**src/rtl/composite_timing_gen_pkg.sv**
```systemverilog
// Shared levels, half-line types and PAL default timing for the composite generator.
// COMPOSITE_INTERLACE_EN selects the 625-line interlaced frame; otherwise 312-line progressive.
package composite_pkg;

    localparam logic [2:0] SYNC  = 3'b000;
    localparam logic [2:0] BLANK = 3'b001;

    typedef enum logic [1:0] {
        HT_NORMAL,
        HT_EQ,
        HT_BROAD,
        HT_BLANK
    } half_t;

    localparam int LINE_CLKS_DEF  = 1728;
    localparam int HSYNC_CLKS_DEF = 127;
    localparam int EQ_CLKS_DEF    = 63;
    localparam int ACT_START_DEF  = 281;
    localparam int ACT_END_DEF    = 1685;

    // First and last active lines of each field, frame-relative.
    localparam logic [9:0] F0_FIRST = 10'd22;
    localparam logic [9:0] F0_LAST  = 10'd309;
    localparam logic [9:0] F1_FIRST = 10'd334;
    localparam logic [9:0] F1_LAST  = 10'd621;

`ifdef COMPOSITE_INTERLACE_EN
    localparam int NUM_LINES = 625;
`else
    localparam int NUM_LINES = 312;
`endif

    typedef struct packed {
        half_t first;
        half_t second;
        logic  active;
        logic  field;
    } line_info_t;

    typedef struct packed {
        logic       de;
        logic [2:0] level;
    } stage_t;

endpackage

```
**src/rtl/composite_timing_gen_if.sv**
```systemverilog
// Pixel-side bundle of the composite timing generator.
interface composite_timing_gen_if;
    // No handshake: outputs are valid every cycle; de qualifies x/y, and the pixel
    // source must present pix_in for (x,y) exactly PIX_LATENCY cycles after them.
    logic [2:0]  pix_in;
    logic        de;
    logic [10:0] x;
    logic [8:0]  y;
    logic        field;
    logic        frame_start;
    logic [2:0]  sig;

    modport master (
        input  pix_in,
        output de, x, y, field, frame_start, sig
    );

    modport slave (
        output pix_in,
        input  de, x, y, field, frame_start, sig
    );
endinterface

```
**src/rtl/composite_timing_gen_line_decoder.sv**
```systemverilog
// Combinational line map: line number -> half-line types, active flag and field.
// The interlaced lines 312..624 only exist when COMPOSITE_INTERLACE_EN is defined.
module composite_line_decoder
    import composite_pkg::*;
(
    input  logic [9:0]  line,
    output line_info_t  info
);

    always_comb begin
        info.first  = HT_NORMAL;
        info.second = HT_NORMAL;
        info.active = 1'b0;
        info.field  = 1'b0;
        if (line <= 10'd1) begin
            info.first  = HT_BROAD;
            info.second = HT_BROAD;
        end else if (line == 10'd2) begin
            info.first  = HT_BROAD;
            info.second = HT_EQ;
        end else if (line <= 10'd4) begin
            info.first  = HT_EQ;
            info.second = HT_EQ;
        end else if (line <= F0_LAST) begin
            info.active = (line >= F0_FIRST);
        end else if (line <= 10'd311) begin
            info.first  = HT_EQ;
            info.second = HT_EQ;
`ifdef COMPOSITE_INTERLACE_EN
        end else if (line == 10'd312) begin
            info.first  = HT_EQ;
            info.second = HT_BROAD;
        end else if (line <= 10'd314) begin
            info.first  = HT_BROAD;
            info.second = HT_BROAD;
        end else if (line <= 10'd316) begin
            info.first  = HT_EQ;
            info.second = HT_EQ;
        end else if (line == 10'd317) begin
            info.first  = HT_EQ;
            info.second = HT_BLANK;
        end else if (line <= F1_LAST) begin
            info.active = (line >= F1_FIRST);
        end else if (line == 10'd622) begin
            info.second = HT_EQ;
        end else begin
            info.first  = HT_EQ;
            info.second = HT_EQ;
`endif
        end
`ifdef COMPOSITE_INTERLACE_EN
        info.field = (line >= 10'd313);
`endif
    end

endmodule

```
**src/rtl/composite_timing_gen.sv**
```systemverilog
// PAL composite timing generator: line/pixel counters, sync level generation,
// registered pixel coordinates and a PIX_LATENCY-deep delay line feeding the 3-bit DAC.
module composite_timing_gen
    import composite_pkg::*;
#(
    parameter int LINE_CLKS   = LINE_CLKS_DEF,
    parameter int HSYNC_CLKS  = HSYNC_CLKS_DEF,
    parameter int EQ_CLKS     = EQ_CLKS_DEF,
    parameter int ACT_START   = ACT_START_DEF,
    parameter int ACT_END     = ACT_END_DEF,
    parameter int PIX_LATENCY = 0
) (
    input logic                    sys_clk,
    input logic                    sys_rst,
    composite_timing_gen_if.master bus
);

    if (ACT_END > LINE_CLKS || HSYNC_CLKS >= LINE_CLKS / 2 || (LINE_CLKS % 2) != 0 ||
        LINE_CLKS > 2048 || ACT_START >= ACT_END || PIX_LATENCY < 0 || PIX_LATENCY > 4)
    begin : g_bad_params
        $error("composite_timing_gen: illegal timing parameter combination");
    end

    localparam logic [10:0] LAST_HC   = 11'(LINE_CLKS - 1);
    localparam logic [10:0] HALF      = 11'(LINE_CLKS / 2);
    localparam logic [10:0] HSYNC_W   = 11'(HSYNC_CLKS);
    localparam logic [10:0] EQ_W      = 11'(EQ_CLKS);
    localparam logic [10:0] BROAD_W   = 11'(LINE_CLKS / 2 - HSYNC_CLKS);
    localparam logic [10:0] ACT_S     = 11'(ACT_START);
    localparam logic [10:0] ACT_E     = 11'(ACT_END);
    localparam logic [9:0]  LAST_LINE = 10'(NUM_LINES - 1);

    logic [10:0] hc;
    logic [9:0]  line;
    line_info_t  info;
    logic        second_half;
    logic [10:0] pos;
    half_t       ht;
    logic [2:0]  level;
    logic        de_nxt;
    stage_t      dly [PIX_LATENCY+1];

    always_ff @(posedge sys_clk or posedge sys_rst) begin
        if (sys_rst) begin
            hc   <= '0;
            line <= '0;
        end else if (hc == LAST_HC) begin
            hc   <= '0;
            line <= (line == LAST_LINE) ? '0 : line + 10'd1;
        end else begin
            hc <= hc + 11'd1;
        end
    end

    composite_line_decoder u_decoder (
        .line (line),
        .info (info)
    );

    // A NORMAL half compares the raw hc, so its second half never reaches the sync window.
    always_comb begin
        second_half = (hc >= HALF);
        pos         = second_half ? hc - HALF : hc;
        ht          = second_half ? info.second : info.first;
        level       = BLANK;
        case (ht)
            HT_NORMAL: if (hc < HSYNC_W)  level = SYNC;
            HT_EQ:     if (pos < EQ_W)    level = SYNC;
            HT_BROAD:  if (pos < BROAD_W) level = SYNC;
            default:   level = BLANK;
        endcase
        de_nxt = info.active && (hc >= ACT_S) && (hc < ACT_E);
    end

    always_ff @(posedge sys_clk or posedge sys_rst) begin
        if (sys_rst) begin
            bus.de          <= 1'b0;
            bus.x           <= '0;
            bus.y           <= '0;
            bus.field       <= 1'b0;
            bus.frame_start <= 1'b0;
        end else begin
            bus.de          <= de_nxt;
            bus.x           <= de_nxt ? hc - ACT_S : '0;
            if (de_nxt) begin
                bus.y <= info.field ? 9'(line - F1_FIRST) : 9'(line - F0_FIRST);
            end
            bus.field       <= info.field;
            bus.frame_start <= (line == '0) && (hc == '0);
        end
    end

    // Level and de travel together so the sync edge stays aligned with the pixel edge.
    always_ff @(posedge sys_clk or posedge sys_rst) begin
        if (sys_rst) begin
            for (int k = 0; k <= PIX_LATENCY; k++) begin
                dly[k] <= '{de: 1'b0, level: BLANK};
            end
            bus.sig <= BLANK;
        end else begin
            dly[0] <= '{de: de_nxt, level: level};
            for (int k = 1; k <= PIX_LATENCY; k++) begin
                dly[k] <= dly[k-1];
            end
            bus.sig <= dly[PIX_LATENCY].de ? bus.pix_in : dly[PIX_LATENCY].level;
        end
    end

endmodule

```
**src/flat_wrapper.sv**
```systemverilog
// flat-port wrapper written by rule: the top's interface ports become plain ports
module composite_timing_gen_flat import composite_pkg::*;
#(
    parameter int LINE_CLKS   = LINE_CLKS_DEF,
    parameter int HSYNC_CLKS  = HSYNC_CLKS_DEF,
    parameter int EQ_CLKS     = EQ_CLKS_DEF,
    parameter int ACT_START   = ACT_START_DEF,
    parameter int ACT_END     = ACT_END_DEF,
    parameter int PIX_LATENCY = 0
)
  (sys_clk, sys_rst, bus_pix_in, bus_de, bus_x, bus_y, bus_field, bus_frame_start, bus_sig);
  composite_timing_gen_if bus_i ();
  input logic sys_clk;
  input logic sys_rst;
  input wire logic [$bits(bus_i.pix_in)-1:0] bus_pix_in;
  output wire logic [$bits(bus_i.de)-1:0] bus_de;
  output wire logic [$bits(bus_i.x)-1:0] bus_x;
  output wire logic [$bits(bus_i.y)-1:0] bus_y;
  output wire logic [$bits(bus_i.field)-1:0] bus_field;
  output wire logic [$bits(bus_i.frame_start)-1:0] bus_frame_start;
  output wire logic [$bits(bus_i.sig)-1:0] bus_sig;
  assign bus_i.pix_in = bus_pix_in;
  assign bus_de = bus_i.de;
  assign bus_x = bus_i.x;
  assign bus_y = bus_i.y;
  assign bus_field = bus_i.field;
  assign bus_frame_start = bus_i.frame_start;
  assign bus_sig = bus_i.sig;
  composite_timing_gen #(.LINE_CLKS(LINE_CLKS), .HSYNC_CLKS(HSYNC_CLKS), .EQ_CLKS(EQ_CLKS), .ACT_START(ACT_START), .ACT_END(ACT_END), .PIX_LATENCY(PIX_LATENCY)) u_core (.sys_clk(sys_clk), .sys_rst(sys_rst), .bus(bus_i));
endmodule
```
**config.mk**
```make
export PLATFORM = sky130hd
export DESIGN_NAME = composite_timing_gen_flat
export DESIGN_NICKNAME = d
export VERILOG_FILES = /design/src/rtl/composite_timing_gen_pkg.sv /design/src/rtl/composite_timing_gen_if.sv /design/src/rtl/composite_timing_gen_line_decoder.sv /design/src/rtl/composite_timing_gen.sv /design/src/flat_wrapper.sv
export SDC_FILE = /design/constraint.sdc
export NUM_CORES = 1
export LEC_CHECK = 0
export BUFFER_PORTS_ARGS = -buffer_cell sky130_fd_sc_hd__buf_4
export CAP_MARGIN = 5
export CORE_ASPECT_RATIO = 0.7
export CORE_UTILIZATION = 35
export CTS_CLUSTER_SIZE = 8
export DETAILED_ROUTE_END_ITERATION = 10
export GPL_ROUTABILITY_DRIVEN = 0
export PLACE_DENSITY = 0.62
export REMOVE_ABC_BUFFERS = 1
export SYNTH_ARGS = -nofsm -noshare
export SYNTH_HDL_FRONTEND = slang
export SYNTH_HIERARCHICAL = 1
export SYNTH_SLANG_ARGS = --single-unit
```
**constraint.sdc**
```tcl
create_clock -name sys_clk -period 4.5 [get_ports sys_clk]
set_clock_uncertainty 0.05 [all_clocks]
set_input_delay 0.9 -clock sys_clk [delete_from_list [all_inputs] [get_ports sys_clk]]
set_output_delay 0.9 -clock sys_clk [all_outputs]
set_load 0.03 [all_outputs]
```
* Word level (Yosys, flattened, before mapping) *
Index checks and enable logic that the tools add are counted.

storage, ports and cells
  bits in registers = 49
  bits of input ports = 5
  output and inout port bits = 26
  logic and storage cells = 54

cells by class
  $add $sub $neg = 5
  order comparisons = 11
  eq/ne operators = 5
  mux-type cells = 19
  reduce and logical (&&, ||, !) cells = 6

operators with widths
  operator                                                              number
  two-way mux 11 bit                                                    3
  less-or-equal comparator 10 x 9 -> 1 bit (second input constant)      2
  two-way mux 4 bit                                                     4
  adder 11 x 1 -> 11 bit (second input constant)                        1
  equality test 11 bit (second input constant)                          1
  greater-or-equal comparator 11 x 10 -> 1 bit (second input constant)  1
  greater-or-equal comparator 11 x 9 -> 1 bit (second input constant)   1
  zero test 11 bit                                                      1
  < comparator 11 x 10 -> 1 bit (second input constant)                 1
  < comparator 11 bit (second input constant)                           1
  < comparator 11 x 6 -> 1 bit (second input constant)                  1
  < comparator 11 x 7 -> 1 bit (second input constant)                  1
  subtractor 11 x 10 -> 11 bit (second input constant)                  1
  subtractor 11 x 9 -> 11 bit (second input constant)                   1
  adder 10 x 1 -> 10 bit (second input constant)                        1
  equality test 10 x 2 -> 1 bit (second input constant)                 1
  equality test 10 x 9 -> 1 bit (second input constant)                 1
  greater-or-equal comparator 10 x 5 -> 1 bit (second input constant)   1
  less-or-equal comparator 10 x 1 -> 1 bit (second input constant)      1
  less-or-equal comparator 10 x 3 -> 1 bit (second input constant)      1
  zero test 10 bit                                                      1
  two-way mux 10 bit                                                    1
  case mux 3 bit (3 select lines)                                       1
  subtractor 9 x 5 -> 9 bit (second input constant)                     1
  7 further kinds                                                       16

* Logic depth before layout (Yosys ltp) *
Gate-level depths: netlist of the first run.

  depth after elaboration = 9
  depth in mapped cells = 9
  mapped depth without buffers = 8

* Cells and area by module *
The synthesis of the first run kept the hierarchy.

modules (own cells, without submodules)
  module                  times used  cells an instance  area each (µm²)  sequential area each (µm²)
  composite_timing_gen    1           280                2773.9           1203.7
  composite_line_decoder  1           24                 152.6            0.0

* Worst setup path before layout of the first run *
Ideal clock, no wire load.

  path kind = register -> register
  from = reg u_core.line[6]
  to = reg u_core/dly[0] (netlist name)
  setup time = 60 ps
  arrival time = 2246 ps
  data required time = 4390 ps
  path slack = 2144 ps
  cell stages (with the launch flop) = 8
  buffers on the path = 0
  clock period less this slack = 2356 ps
  cells stage by stage = dfrtp_1 > or4_4 > nand2b_4 > nor2_1 > or3b_2 > a31o_2 > nand4_1 > a211o_1

RTL lines
  what                             line                         text
  from (decl)                      composite_timing_gen.sv:34   logic [9:0] line;
  from (signal assigned)           composite_timing_gen.sv:49   line <= (line == LAST_LINE) ? '0 : line + 10'd1;
  to (signal, indexed assignment)  composite_timing_gen.sv:97   dly[k] <= '{de: 1'b0, level: BLANK};
  to (signal, indexed assignment)  composite_timing_gen.sv:103  dly[k] <= dly[k-1];
  to (decl)                        composite_timing_gen.sv:41   stage_t dly [PIX_LATENCY+1];

==> metrics list, run 1 <==
- Critical path arrival: between 2 and 3 ns
- The worst setup path is launched from a flop.
* DIE AREA: 8740 um^2
- Number of port buffers: 30
- Post-place setup slack: 1.95 ns
- Yosys mapped a number of flops with a built-in enable equal to 0.
* Final-report hold violation count: 0
* Result of the run: complete, but fails checks
- Leaving out filler cells and counting taps, the final layout contains about 430.
- In this run the deepest clock path goes through 2 buffers.
* Fraction of synthesis flops using an asynchronous set or reset pin: 1.00
* Clock Power Share: 0.449
- After synthesis the netlist holds a flip-flop and latch count of 48.
- Portion of synthesized cell area occupied by the leading cell type: 0.393
- The multi-input combinational cells in the finished layout cover a total of approximately 1600 um^2.
* Crit Reg-Reg Endpoint: u_core/dly[0]
* Gate family responsible for the most delay along the worst path: simple AND/OR/NAND/NOR gates
* Number of iterations in the first detailed-routing pass: 8
- Of the total power, the share spent switching nets is 0.213.
- Setup violations remaining at the end of the flow were counted as 0.
* Vias per cell: between 5 and 6
- The synthesized netlist contains 59 unique library cells.
* Sequential share of the synthesized area: 0.411
- Share of final-layout standard cells stronger than drive strength 1: 0.224
* Worst Slack Setup Final: roughly 1.9 ns
- For the pin with the worst max-slew slack, the measured transition is around 1 ns.
- Of all nets on the critical path, the largest fanout is 9.
* Worst hold path class: reg2reg
- Entering global routing, the biggest net connects 49 pins.
* Synthesis-to-finish area growth: 13.7%
- Antenna Violating Nets Remaining: 0
* Boundary pin count: 31
- In this run the worst setup path terminates at u_core/dly[0].
- # H-tree levels: 2
- Dividing the detail-routed wire length by the instance count gives around 14 um.
- The most critical setup path has its startpoint at u_core/line[6].
- The number of antenna diodes in the final layout is 0.
- Starting DRT DRC Count: 205
* Clock Pin Slew Worst Setup and Hold Paths: ~0.070 ns
- Combinational group share of total power: 0.022
- The worst path needs around 2.6 ns of the cycle, external delays included.
- The number of antenna violations at the first check in global routing came to 0.
- In this run the mean area of a mapped cell was roughly 9.6 um^2.
- Filler instances: ~750
- Power per standard cell area: about 250 nW/um^2
* Internal Power: roughly 0.64 mW
* Top cells by area in the synthesized netlist: sky130_fd_sc_hd__dfrtp_1 39%, sky130_fd_sc_hd__xnor2_1 5.7%, sky130_fd_sc_hd__ha_1 5.6%, sky130_fd_sc_hd__mux2_2 3.8%, sky130_fd_sc_hd__nor2_1 3.8%
- From left edge to right edge, the die measures 111 um.
* Critical path endpoint category: flop
- Number of buffers added to fix hold violations after cts: 0
* Vias in the first global route: around 2.0k
* Slowest Stage Delay on Critical Path: ~0.6 ns
* Clock root cell: sky130_fd_sc_hd__clkbuf_16
- Fmax achieved: 387 MHz
- Sum of routed wire length over all layers: 6160 um
- The first global-routing pass estimated 10300 um of wire.
- Global routing finished with a remaining overflow of 0.
* Setup CP Type: reg2reg
* Post-Syn Instances: just over 300
* Clock tree from TritonCTS: done
- Launch point of the worst reg-to-reg path: u_core/line[6]
- Headroom to the max-slew limit came out at 0.330.
- Reg2Reg Setup Slack: roughly 1.9 ns
- The routed layout has around 2.3k vias.
- Number of CTS-inserted buffers: 5
- Final TNS setup: 0 ns
- Dpl hpwl: 4310 um
* Reg area: 1200 um^2
- Number of setup buffers added after CTS: 0
* WP data required: 4.67 ns
- Net count reported at finish: around 340
* Combined buffer and inverter count along the critical path: 0
* Worst reg2reg path depth: 7
- Final Max Tran Viols: 0
* Most frequently used flop master after synthesis: sky130_fd_sc_hd__dfrtp_1
* Worst skew pair latency: a little under 0.3 ns
* Sequential cell fraction of total power: 0.530
- Dividing the final minimum period by the clock period gives 0.574.
- The floorplan has 27 rows.
- Setup repair after global routing left no endpoint under its margin.
* Utilization after layout: 0.417
* Number of design rule violations left after detail routing: 7
* Cell-by-cell trace of the critical path: or4_4 > nand2b_4 > nor2_1 > or3b_2 > a31o_2 > nand4_1 > a211o_1
- In this run the cell area of the synthesized design comes to about 2900 um^2.
- Clock tree synthesis found a total of 48 sinks.
- Core area: about 8000 um^2
* Number of violations of the max-capacitance limit: 0
* Most area-hungry cell type in the Yosys netlist: sky130_fd_sc_hd__dfrtp_1
- Count of cell instances traversed by the critical path: 7
* Height of the chip: 78.5 um
- Yosys synthesis warning count: 6
- The final reports fail on DRC.
- Count of cells resized by post-cts repair: 0
- The analysis attributes to net switching a power of between 0.15 and 0.2 mW.
* Static power due to leakage: roughly 1.5 nW
- Across every metal layer, demand over resource in global routing totals 0.149.
- VDD sags by at most 126 uV.
- The initial utilization of the core area, before any placement, comes to 0.367.
- The design draws between 0.8 and 0.9 mW.
- The largest individual stage delay along the critical path comes from the cell sky130_fd_sc_hd__or4_4.
* Number of placed cells counting well taps: approximately 420
[kinds of logic after synthesis]
| logic type | Yosys count | synth area share |
|---|---|---|
| flip-flops | 48 | 0.411 |
| multiplexers | 12 | 0.0453 |
| buffers and inverters | 32 | 0.0530 |
| AO/OA/AOI/OAI | 59 | 0.128 |
| XOR/XNOR | 27 | 0.0808 |
| AND/OR/NAND/NOR | 112 | 0.225 |
| adder cells (fa/ha/maj) | 13 | 0.0556 |
| other | 1 | 0.00128 |
[worst register-to-register path: cells and delay by family, from the launching register on]
kind / cells / cell delay, ns
AO/OA/AOI/OAI: 2 / 0.39
flip-flops: 1 / 0.48
AND/OR/NAND/NOR: 5 / 1.61
[power groups by stage]
stage	Sequential, mW	Combinational [mW]	Clock [mW]
2_1_floorplan	0.441	0.0107	0
3_5_place_dp	0.440	0.0182	0
4_1_cts	0.432	0.0182	0.379
5_1_grt	0.432	0.0205	0.393
3_3_place_gp	0.440	0.0178	0
6_report	0.432	0.0176	0.366
[layer usage]
metal	global-route usage	wire length, um
met5	0	0
met1	0.233	3280
met2	0.204	2410
met3	0.0286	408
met4	0.0419	59
[placed cells by master (no fill, tap or decap), types with 6 or more instances in the layout]
| cell type | count |
|---|---|
| sky130_fd_sc_hd__nand4_1 | 6 |
| sky130_fd_sc_hd__nand3_1 | 14 |
| sky130_fd_sc_hd__nor3_1 | 6 |
| sky130_fd_sc_hd__xnor2_1 | 19 |
| sky130_fd_sc_hd__mux2_2 | 10 |
| sky130_fd_sc_hd__ha_1 | 13 |
| sky130_fd_sc_hd__buf_4 | 31 |
| sky130_fd_sc_hd__xor2_1 | 8 |
| sky130_fd_sc_hd__dfrtp_1 | 46 |
| sky130_fd_sc_hd__inv_1 | 13 |
| sky130_fd_sc_hd__nor2_1 | 30 |
| sky130_fd_sc_hd__o21ai_0 | 16 |
| sky130_fd_sc_hd__nand2_1 | 15 |
| sky130_fd_sc_hd__a21oi_1 | 16 |
[flip-flops by register name, indices dropped and copies added, names as in the netlist]
register and flops:
u_core/bus.x 11, u_core/hc 11, u_core/line 10, u_core/bus.y 9, u_core/bus.sig 3, u_core/dly 2, u_core/bus.field 1, u_core/bus.frame_start 1
[cell type report]
class                           instances  share of cell area
Multi-Input combinational cell        224               0.471
Sequential cell                        48               0.362
Timing Repair Buffer                   31              0.0699
Clock buffer                            6              0.0387
Tap cell                              101              0.0380
Inverter                               15              0.0169
Clock inverter                          2             0.00376
[how the worst min path moves through the flow]
stage | start | endpoint | slack, ns | cells past startpoint
2_1_floorplan | u_core/line[9] | u_core/line[9] | 0.44 | 1
6_report | u_core/bus.y[2] | u_core/bus.y[2] | 0.47 | 1
3_5_place_dp | u_core/bus.y[6] | u_core/bus.y[6] | 0.45 | 1
5_1_grt | u_core/bus.y[3] | u_core/bus.y[3] | 0.49 | 1
4_1_cts | u_core/bus.y[5] | u_core/bus.y[5] | 0.47 | 1
3_3_place_gp | u_core/bus.y[4] | u_core/bus.y[4] | 0.44 | 1
[cells in the mapped netlist, drive strengths merged (4+ instances only)]
cell type	number
nor3	6
a31oi	5
o21ai	19
nor4	5
dfrtp	46
clkbuf	7
ha	13
or3	5
nand3	14
xor2	8
inv	15
nor2	31
xnor2	19
buf	10
or4	4
nand2	15
and2	5
a21oi	17
mux2	10
nand4	6
[stage by stage]
stage	hold WS (ns)	area [um^2]
CTS	0.470	3330
finish	0.467	3330
global route	0.486	3330
global placement	0.444	3190
detailed placement	0.446	3190
floorplan	0.441	2830
Note: power is estimated with default switching activity, not from simulation.
==> run 2: changes to the inputs <==
PLACE_DENSITY = 0.64   (was 0.62)
clock period = 2.17 ns   (was 4.5 ns; I/O delays follow)
==> metrics list, run 2 (synthesis results as in run 1) <==
- Non-Filler Instances: a little under 500
- No sink is reached through more buffers than the 2 on the longest clock path.
* Count of inserted antenna diode cells: 0
- Number of buffers added to fix hold violations after cts: 0
- Maximum number of pins on one net before global-route repair: 49
- Number of port buffers: 30
- WP data required: 2.34 ns
- Filler instances: about 740
- The largest registers in the layout are u_core/bus.x: 11 flops, u_core/hc: 11 flops, u_core/line: 10 flops.
- Tcrit/Tclk final: 1.03
- The initial utilization of the core area, before any placement, comes to 0.367.
- The number of global-route vias before repair was 2243.
- Number of violations of the max-capacitance limit: 0
- Critical path arrival: about 2.4 ns
- Summed over all layers, the routed wires come to 7330 um.
* Clock Pin Slew Worst Setup and Hold Paths: around 0.070 ns
- Vias per cell: around 5.1
- Height of the chip: just under 80 um
- Overall via count from detail_route: around 2.5k
* Slew at the pin with the worst max-slew slack: a little over 0.6 ns
- Antenna Violating Nets Remaining: 0
- # rows: 27
* Worst skew pair latency: approximately 0.29 ns
- Clk sink count: 48
- The critical path in this run is classified as reg2reg.
* Fmax achieved: 447 MHz
* Most common cell after layout, fill and taps aside: sky130_fd_sc_hd__buf_4
* Wire length of the first global-routing pass: roughly 12000 um
* Worst reg2reg path depth: 7
* Boundary pin count: 31
- Congestion Overflow GR: 0
- The startpoint identified for the worst register-to-register timing path is u_core/hc[1].
* Number of iterations in the first detailed-routing pass: 8
- Crit Reg-Reg Endpoint: u_core/dly[0]
- Total power consumption of the routed design: between 1.5 and 2 mW
- Kind of start point of the critical path: flop
- Of the cells placed in the final design, the portion with a size suffix greater than 1 is 0.396.
- Relative to the synthesized area, the layout overhead comes to 34.0%.
- Final Max Tran Viols: 0
* Clock tree from TritonCTS: done
- Clock tree synthesis selected as its root buffer the cell sky130_fd_sc_hd__clkbuf_16.
* Unrepaired setup endpoints after global routing: true
* Commonest cells after routing, fill and taps aside: 98 x sky130_fd_sc_hd__buf_4, 42 x sky130_fd_sc_hd__dfrtp_1, 29 x sky130_fd_sc_hd__nor2_1, 19 x sky130_fd_sc_hd__xnor2_1, 16 x sky130_fd_sc_hd__a21oi_1
- Worst slew margin relative to its limit: 0.589
* Number of CTS-inserted buffers: 5
- Worst hold path class: in2async
- The die covers 8740 um^2.
* Core area: between 7000 and 8000 um^2
* Maximum fanout along the worst path: 5
* Clock period minus final worst setup slack: ~2.2 ns
- Number of design rule violations left after detail routing: 12
- Number of endpoints failing setup at the final stage: 1
* Dpl hpwl: between 5000 and 6000 um
- Reg2Reg Setup Slack: -0.07 ns
* # H-tree levels: 2
- VDD sags by at most ~220 uV.
- Dividing total power by cell area gives a power density of about 440 nW/um^2.
- Final-report hold violation count: 0
- All-layer global routing usage: 0.169
- Net count reported at finish: just over 400
- Setup slack on the critical path of the routed design comes to -0.0673 ns.
- Including well taps, the total number of placed cells is 473.
- STA classifies the critical path endpoint as a flop.
* Starting DRT DRC Count: about 300
* Result of the run: complete, but fails checks
- The die is 111 um wide.
- The number of antenna violations at the first check in global routing is 0.
- Failing checks: DRC, setup timing
- Dividing the detail-routed wire length by the instance count gives between 10 and 15 um.
- For this design the static power due to leakage is 1.88 nW.
## run 2: power by group
| part | total, mW | switching [mW] | internal [mW] |
|---|---|---|---|
| Combinational | 0.0387 | 0.0271 | 0.0116 |
| Sequential | 0.896 | 0.000202 | 0.895 |
| Clock | 0.809 | 0.348 | 0.461 |
| Total | 1.74 | 0.375 | 1.37 |
## run 2: how the worst max path moves through the flow
| stage | cells past startpoint | from | slack, ns | end |
|---|---|---|---|---|
| finish | 7 | u_core/hc[1] | -0.07 | u_core/dly[0] |
| global route | 7 | u_core/hc[1] | -0.16 | u_core/dly[0] |
| CTS | 9 | u_core/line[5] | 0.004 | u_core/dly[0] |
| detailed placement | 7 | u_core/line[6] | -0.03 | u_core/dly[0] |
| global placement | 7 | u_core/line[6] | 0.01 | u_core/dly[0] |
| floorplan | 7 | u_core/line[6] | -0.19 | u_core/dly[0] |
## run 2: worst max-delay path, stage by stage, from the launching register on
cell	delay, ns
sky130_fd_sc_hd__dfrtp_2	0.46
sky130_fd_sc_hd__inv_4	0.09
sky130_fd_sc_hd__ha_4	0.12
sky130_fd_sc_hd__or4b_4	0.50
sky130_fd_sc_hd__nor4_4	0.39
sky130_fd_sc_hd__nor4b_2	0.09
sky130_fd_sc_hd__a31o_2	0.22
sky130_fd_sc_hd__a211o_1	0.23
## run 2: stage by stage
stage / util / setup TNS (ns) / worst slack (ns) / cell area [um^2] / hold slack [ns]
floorplan: - / -0.721 / -0.186 / 2830 / 0.441
global placement: 0.451 / 0 / 0.0106 / 3590 / 0.443
detailed placement: 0.451 / -0.0333 / -0.0265 / 3590 / 0.452
CTS: 0.472 / 0 / 0.00418 / 3760 / 0.290
global route: 0.492 / -0.182 / -0.161 / 3920 / 0.315
finish: 0.492 / -0.0673 / -0.0673 / 3920 / 0.260
## run 2: per-layer routing
layer / vias to the layer above / routed length (um) / track usage
met5: - / 0 / 0
met4: 0 / 86 / 0.0527
met3: 8 / 499 / 0.0216
met2: 86 / 2990 / 0.228
met1: 1190 / 3750 / 0.270
li1: 1247 / - / -
## run 2: area by class of cell
type,count,area (um^2),area share
clock buffer,6,139,0.0354
clock inverter,2,13.8,0.00351
inverter,15,63.8,0.0163
multi-input combinational,224,1620,0.413
sequential,48,1210,0.308
tap,101,126,0.0322
timing repair buffer,99,751,0.191
## run 2: what timing repair did
action,4_1_cts,5_1_grt
buffers inserted,1,13
endpoints found under the setup margin,9,15
endpoints found under the hold margin,0,0
pin swaps,2,8
gates resized for setup,3,24
